File: config.mk
export PLATFORM = sky130hd
export DESIGN_NAME = gaussian5x5_stream_sequencer
export DESIGN_NICKNAME = d
export VERILOG_FILES = /design/src/rtl/gaussian5x5_stream_sequencer.sv
export SDC_FILE = /design/constraint.sdc
export NUM_CORES = 1
export LEC_CHECK = 0
export BUFFER_PORTS_ARGS = -buffer_cell sky130_fd_sc_hd__buf_2
export CAP_MARGIN = 20
export CORE_MARGIN = 3
export CORE_UTILIZATION = 35
export CTS_CLUSTER_DIAMETER = 200
export DETAILED_ROUTE_END_ITERATION = 12
export PLACE_DENSITY = 0.61
export REMOVE_ABC_BUFFERS = 1
export SYNTH_ARGS = -nofsm -noshare
export SYNTH_HDL_FRONTEND = slang
export SYNTH_SLANG_ARGS = --single-unit
File: constraint.sdc
create_clock -name clk -period 3.8 [get_ports clk]
set_input_delay 0.38 -clock clk [delete_from_list [all_inputs] [get_ports clk]]
set_output_delay 0.38 -clock clk [all_outputs]
set_load 0.02 [all_outputs]
File: src/rtl/gaussian5x5_stream_sequencer.sv
// Frame-level sequencer for the separable 5x5 Gaussian datapath: primes the line buffer,
// paces one output per datapath advance, and flushes with zero pixels at end of frame.
module gaussian5x5_stream_sequencer #(
  parameter int IMG_W    = 640,
  parameter int IMG_H    = 480,
  parameter int PIPE_LAT = 2
) (
  input  logic clk,
  input  logic rst_n,
  input  logic in_valid,
  output logic in_ready,
  input  logic in_sop,
  input  logic in_eop,
  output logic dp_en,
  output logic dp_flush_sel,
  output logic out_valid,
  input  logic out_ready,
  output logic out_sop,
  output logic out_eop,
  output logic out_border,
  output logic busy,
  output logic frame_done,
  output logic err_sync
);

  localparam int NPX   = IMG_W * IMG_H;
  localparam int DELAY = 2 * IMG_W + 2 + PIPE_LAT;
  localparam int CW    = $clog2(NPX + 1);
  localparam int XW    = $clog2(IMG_W);
  localparam int YW    = $clog2(IMG_H);

  localparam logic [CW-1:0] LAST_PX    = CW'(NPX - 1);
  localparam logic [CW-1:0] DELAY_LAST = CW'(DELAY - 1);
  localparam logic [XW-1:0] X_LAST     = XW'(IMG_W - 1);
  localparam logic [XW-1:0] X_HI       = XW'(IMG_W - 3);
  localparam logic [XW-1:0] X_LO       = XW'(2);
  localparam logic [YW-1:0] Y_LAST     = YW'(IMG_H - 1);
  localparam logic [YW-1:0] Y_HI       = YW'(IMG_H - 3);
  localparam logic [YW-1:0] Y_LO       = YW'(2);

  typedef enum logic [1:0] {IDLE, FILL, RUN, FLUSH} state_t;

  state_t        state, state_nxt;
  logic [CW-1:0] in_cnt, flush_cnt;
  logic [XW-1:0] out_x;
  logic [YW-1:0] out_y;
  logic          start, accept, produce, err_nxt, done_nxt;

  always_comb begin
    state_nxt    = state;
    in_ready     = 1'b0;
    dp_en        = 1'b0;
    dp_flush_sel = 1'b0;
    start        = 1'b0;
    accept       = 1'b0;
    produce      = 1'b0;
    err_nxt      = 1'b0;
    done_nxt     = 1'b0;
    case (state)
      IDLE: begin
        in_ready = ~out_valid;
        if (in_valid && in_ready) begin
          if (in_sop) begin
            dp_en     = 1'b1;
            start     = 1'b1;
            state_nxt = FILL;
          end else begin
            err_nxt = 1'b1;
          end
        end
      end
      FILL: begin
        in_ready = 1'b1;
        dp_en    = in_valid;
        accept   = in_valid;
        if (accept) begin
          err_nxt = in_sop | (in_eop != (in_cnt == LAST_PX));
          if (in_cnt == DELAY_LAST) state_nxt = RUN;
        end
      end
      RUN: begin
        in_ready = ~out_valid | out_ready;
        dp_en    = in_valid & in_ready;
        accept   = dp_en;
        produce  = dp_en;
        if (accept) begin
          err_nxt = in_sop | (in_eop != (in_cnt == LAST_PX));
          if (in_cnt == LAST_PX) state_nxt = FLUSH;
        end
      end
      FLUSH: begin
        dp_flush_sel = 1'b1;
        dp_en        = ~out_valid | out_ready;
        produce      = dp_en;
        if (dp_en && flush_cnt == DELAY_LAST) begin
          state_nxt = IDLE;
          done_nxt  = 1'b1;
        end
      end
      default: state_nxt = IDLE;
    endcase
    // Handshake outputs are forced quiet while reset is held, not just after it.
    in_ready = in_ready & rst_n;
    dp_en    = dp_en & rst_n;
    busy     = (state != IDLE);
  end

  always_ff @(posedge clk or negedge rst_n) begin
    if (!rst_n) begin
      state      <= IDLE;
      in_cnt     <= '0;
      flush_cnt  <= '0;
      out_x      <= '0;
      out_y      <= '0;
      out_valid  <= 1'b0;
      out_sop    <= 1'b0;
      out_eop    <= 1'b0;
      out_border <= 1'b0;
      frame_done <= 1'b0;
      err_sync   <= 1'b0;
    end else begin
      state      <= state_nxt;
      err_sync   <= err_nxt;
      frame_done <= done_nxt;
      if (start) begin
        in_cnt    <= CW'(1);
        flush_cnt <= '0;
        out_x     <= '0;
        out_y     <= '0;
      end else if (accept) begin
        in_cnt <= in_cnt + 1'b1;
      end
      if (state == FLUSH && dp_en) flush_cnt <= flush_cnt + 1'b1;
      if (done_nxt) begin
        in_cnt    <= '0;
        flush_cnt <= '0;
      end
      // Flags describe the centre being emitted; the coordinate then steps to the next one.
      if (produce) begin
        out_valid  <= 1'b1;
        out_sop    <= (out_x == '0) && (out_y == '0);
        out_eop    <= (out_x == X_LAST) && (out_y == Y_LAST);
        out_border <= (out_x < X_LO) || (out_x > X_HI) || (out_y < Y_LO) || (out_y > Y_HI);
        if (out_x == X_LAST) begin
          out_x <= '0;
          out_y <= (out_y == Y_LAST) ? '0 : out_y + 1'b1;
        end else begin
          out_x <= out_x + 1'b1;
        end
      end else if (out_ready) begin
        out_valid <= 1'b0;
      end
    end
  end

endmodule

# Yosys cells after proc, flatten, opt, wreduce, memory -nomap -nowiden
# Cells that the tools add are included.
# W data, S select, Z words.
[word_totals]
register_bits = 65
output_inout_bits = 10
wordCells = 96
inputBits = 6
[op_classes]
bitwise = 6
eq_ne = 16
addsub = 4
n_lt_le_gt_ge = 4
n_reduce_logical = 17
muxes = 38
[op_table]
columns = ["op", "count"]
rows = [
  ["$mux W19", 6],
  ["$add A19 B1 Y19 const B", 2],
  ["$eq A19 B11 Y1 const B", 2],
  ["$mux W9", 4],
  ["$mux W10", 3],
  ["$eq A19 B19 Y1 const B", 1],
  ["$mux W2", 7],
  ["$ne A2 B2 Y1 const B", 7],
  ["$mux W1", 12],
  ["$add A10 B1 Y10 const B", 1],
  ["$eq A10 B10 Y1 const B", 1],
  ["$gt A10 B10 Y1 const B", 1],
  ["$logic_not A10 Y1", 1],
  ["$lt A10 B2 Y1 const B", 1],
  ["$add A9 B1 Y9 const B", 1],
  ["$eq A9 B9 Y1 const B", 1],
  ["$gt A9 B9 Y1 const B", 1],
  ["$logic_not A9 Y1", 1],
  ["$lt A9 B2 Y1 const B", 1],
  ["$pmux W2 S4", 1],
  ["$reduce_and A7 Y1", 1],
  ["$pmux W1 S3", 2],
  ["$reduce_bool A2 Y1", 3],
  ["$reduce_bool A3 Y1", 2],
  ["11 further kinds", 22],
]

# Logic depth before layout (Yosys ltp)
[depth]
depth_word = 8
depth_mapped = 9
mapped_depth_nobuf = 7

# Worst setup path after synthesis
# Ideal clock, no wire load.
[synth_timing]
kind = "register -> output"
from = "register out_valid"
to = "output port dp_en"
path_slack_ns = 1.616
stages_incl_launch_ff = 6
required_ns = 3.420
n_path_buf = 1
arrival_time_ns = 1.804
path_cell_list = "dfrtp_1 nand2b_1 a21oi_1 clkbuf_1 o221ai_1 and3_1"
[synth_between]
elab_chain_cells = 5
elab_cells_between_ends = 7
classes_between = "mux: 2; bitwise: 4; reduce/logical: 1"
[synth_rtl]
columns = ["element", "line_no", "rtl"]
rows = [
  ["start, declared", "16", "output logic out_valid,"],
  ["start signal, assigned", "115", "out_valid <= 1'b0;"],
  ["start signal, assigned", "140", "out_valid <= 1'b1;"],
  ["start signal, assigned", "151", "out_valid <= 1'b0;"],
  ["$not A1 Y1 *", "61, 82, 93", ""],
  ["$or A1 B1 Y1 or $logic_and A1 B1 Y1 (tied branches)", "82, 93, 62", ""],
  ["$and A1 B1 Y1 or $mux W1 (tied branches)", "83, 62", ""],
  ["$pmux W1 S4 *", "59", "case (state)"],
  ["$and A1 B1 Y1 *", "104", "dp_en = dp_en & rst_n;"],
  ["end, declared", "14", "output logic dp_en,"],
]
# Every way passes the cells marked *; elsewhere a longest branch is shown, timed or not.

# Worst setup path after layout
[layout_timing]
from = "register state[0]"
to = "output port dp_en"
[layout_between]
elab_chain_cells = 3
elab_cells_between_ends = 6
classes_between = "eq/ne: 3; mux: 1; bitwise: 1; reduce/logical: 1"
[layout_rtl]
columns = ["element", "line_no", "rtl"]
rows = [
  ["start, declared", "43", "state_t state, state_nxt;"],
  ["start signal, assigned", "122", "state <= state_nxt;"],
  ["$eq A2 B2 Y1 (tied with other cells)", "59", ""],
  ["$pmux W1 S4 *", "59", ""],
  ["$and A1 B1 Y1 *", "104", ""],
]
# Marks and branches as above.

==> metrics.md <==
| Metric | Value |
|---|---|
| Outcome | finished, final reports clean |
| Syn Area/Cell | 9.02 µm² |
| Site Rows | 38 |
| Hold Path Sink | in_cnt[0] |
| Sequential-to-total area share from yosys stat | 40.8% |
| Crit Path Class | reg2out |
| Initial drt markers | 245 |
| Fmax | 389 MHz |
| Worst Skew | 0.00643 ns |
| Post-CTS Setup Inserts | 0 |
| Reg2reg start | state[0] |
| Share of cells above drive strength 1 | 10.2% |
| Lkg Pwr | 1.87 nW |
| Post-CTS Resized | 0 |
| Routed wire length | 9510 µm |
| PD cells | 577 nW/µm² |
| CTS Buf Count | 9 |
| IO Pins | 16 |
| Yosys warning count | 0 |
| Die outline width | 113 µm |
| Depth of the most critical reg-to-reg path | 6 |
| Hold path startpoint | in_sop |
| RR Endpoint | in_cnt[16] |
| Die span in y | 113 µm |
| Clock root cell | clkbuf_16 |
| DP Worst Slack | 1.02 ns |
| Initial Util | 36.3% |
| Final Max Tran Viols | 0 |
| Top FF cell, synth | dfrtp_1 |
| Number of port buffers | 15 |
| Core ar. | 11,000 µm² |
| Worst-Skew Late Latency | 0.33 ns |
| Largest net degree at the start of global routing | 65 |
| Min Tclk post-route | 2.57 ns |
| Final hold violations | 0 |
| Clock Path Buffers | 2 |
| CTS H-tree lvls | 3 |
| Netlist Area Pre-Place | 3990 µm² |
| Synth Register Bits | 65 |
| Initial antenna violation count | 0 |
| Hold crit path type | in2reg |
| Post-DRT Antenna Nets | 0 |
| CTS tree | yes |
| Ys async rst share | 100% |
| TritonRoute pass-1 iters | 4 |
| Grt ovf | 0 |
| Setup total negative slack | 0 ns |
| Post-synthesis cell count | 442 |
| Clock Pin Slew Worst Setup and Hold Paths | 0.06 ns |
| First-pass GRT wire length | 16,100 µm |
| Critical path arrival | 2.19 ns |
| Vias in the first global route | 3,323 |
| DIE AREA | 12,700 µm² |
| Via count | 3,518 |
| Area grow syn2layout | 13.7% |
| Crit Path Max Fanout | 7 |
| RSZ-0062 raised after global routing | false |
| Hold Path Cell Cnt | 3 |
| Post-DP HPWL | 6420 µm |
| NumNets Final | 472 |
| DRC viols | 0 |
| Max-Cap Viols | 0 |
| EDFF count, synth | 0 |
| Relative slew slack | 36.4% |
| Ant diodes | 0 |
| Worst IR Drop VDD | 0.301 mV |
| Critical Path End Type | output pin |
| Routed WL per cell | 15.9 µm |
| Worst R2R Setup Slack | 1.31 ns |
| Unique masters post-synth | 52 |
| Average vias per placed instance | 5.87 |
| Final setup violation count | 0 |
| Hold Buf Count CTS | 1 |
| Total Power | 2.61 mW |
| RePlAce Congestion | 0.912 |
| Final period utilization | 67.6% |
| GRT Util Overall | 15.2% |
| Required @ worst endpoint | 3.42 ns |
| Slew @ Worst Pin | 0.951 ns |
| Worst setup margin | 1.23 ns |
| Num Clock Sinks | 65 |
| Startpoint Class | flop |
-- kinds of logic (layout without fill, tap and decap cells) --
logic type | count (synthesis) | after routing | share of synthesized area, %
adders and majority gates | 12 | 12 | 3.77
DFF | 65 | 65 | 40.8
buffers and inverters | 37 | 54 | 3.99
muxes | 6 | 6 | 1.60
AOI/OAI and AO/OA | 89 | 89 | 15.6
and+or+nand+nor | 215 | 215 | 30.3
xor gates and xnor gates | 18 | 18 | 3.96
-- cells in the final DEF (no fill, tap or decap), drive strengths merged, types with 12 or more instances in the layout --
| cell | netlist | layout |
|---|---|---|
| nand3 | 27 | 27 |
| buf | 6 | 20 |
| o21ai | 23 | 23 |
| nor3 | 17 | 17 |
| xnor2 | 17 | 17 |
| nand4 | 19 | 19 |
| a21oi | 17 | 17 |
| nor4 | 29 | 29 |
| nand2 | 29 | 29 |
| dfrtp | 65 | 65 |
| nor2 | 41 | 41 |
| ha | 12 | 12 |
| inv | 17 | 17 |
-- stage by stage --
step           std cells  util [%]  area (µm²)  hold WS (ns)
3_3_place_gp         581      38.0        4170         0.208
6_report             599      41.3        4530         0.412
3_5_place_dp         581      38.0        4170         0.203
4_1_cts              598      41.2        4520         0.393
5_1_grt              599      41.3        4530         0.420
2_1_floorplan        422         -        3890        0.0844
-- cell type report --
cell class | instances | area, µm²
clock inverters | 6 | 105
multi-input cells | 340 | 2200
flip-flops and latches | 65 | 1630
inverters | 17 | 63.8
clock buffers | 10 | 239
well taps | 140 | 175
repair buffers | 21 | 123
fillers | 1058 | 6450
-- critical path, stage by stage (launching register included) --
cell and delay, ns:
dfrtp_1 0.39, inv_1 0.07, ha_1 0.27, a21oi_1 0.49, o221ai_1 0.21, and3_1 0.25
buf_2 0.17
-- state kept, by name, summed over array words and instances, names as in the netlist --
register	cells
err_sync	1
flush_cnt	19
frame_done	1
in_cnt	19
out_border	1
out_eop	1
out_sop	1
out_valid	1
out_x	10
out_y	9
state	2
-- how the worst max path moves through the flow --
stage / startpoint / to / slack, ns / cells after the start
finish: state[0] / dp_en / 1.23 / 6
global placement: out_ready / dp_en / 1.12 / 6
floorplan: out_valid / dp_en / 1.52 / 4
detailed placement: out_ready / dp_en / 1.02 / 6
global route: state[0] / dp_en / 1.10 / 6
CTS: state[0] / dp_en / 0.65 / 6
-- layer usage --
layer	GRT usage [%]	share of wire, %	vias up
li1	-	-	1706
met1	20.9	49	1707
met2	23.4	45	91
met3	4.06	4.4	14
met4	5.13	1.9	0
met5	0	0	-
-- report_power, final --
part / switching, mW / internal [mW]
Clock: 0.305 / 0.655
Sequential: 0.0994 / 0.769
Combinational: 0.520 / 0.265
Total: 0.924 / 1.69
-- synth_stat cells (3+ instances only) --
library cell	n	area share (%)
or4_1	8	1.5
mux2i_1	3	0.75
ha_1	12	3.8
clkbuf_1	14	1.3
nor2b_1	3	0.47
a21o_1	6	1.1
a211o_1	3	0.66
nor4b_1	6	1.3
o31ai_1	5	0.94
and4_1	7	1.5
dfrtp_1	65	41
mux2_2	3	0.85
nor3_1	15	1.9
nand4_1	19	3.0
a21oi_1	17	2.1
nor2_1	41	3.9
nor4_1	28	4.4
buf_2	4	0.50
inv_1	17	1.6
a221o_1	11	2.8
nand2b_1	3	0.47
or3_1	7	1.1
o21ai_0	7	0.88
nand3_1	26	3.3
and3_1	5	0.78
xnor2_1	17	3.7
nand2_1	29	2.7
a211oi_1	3	0.57
a22o_1	9	2.0
and2_1	5	0.78
o21ai_1	16	2.0
nor4bb_1	3	0.75
Note: power is estimated with default switching activity, not from simulation.
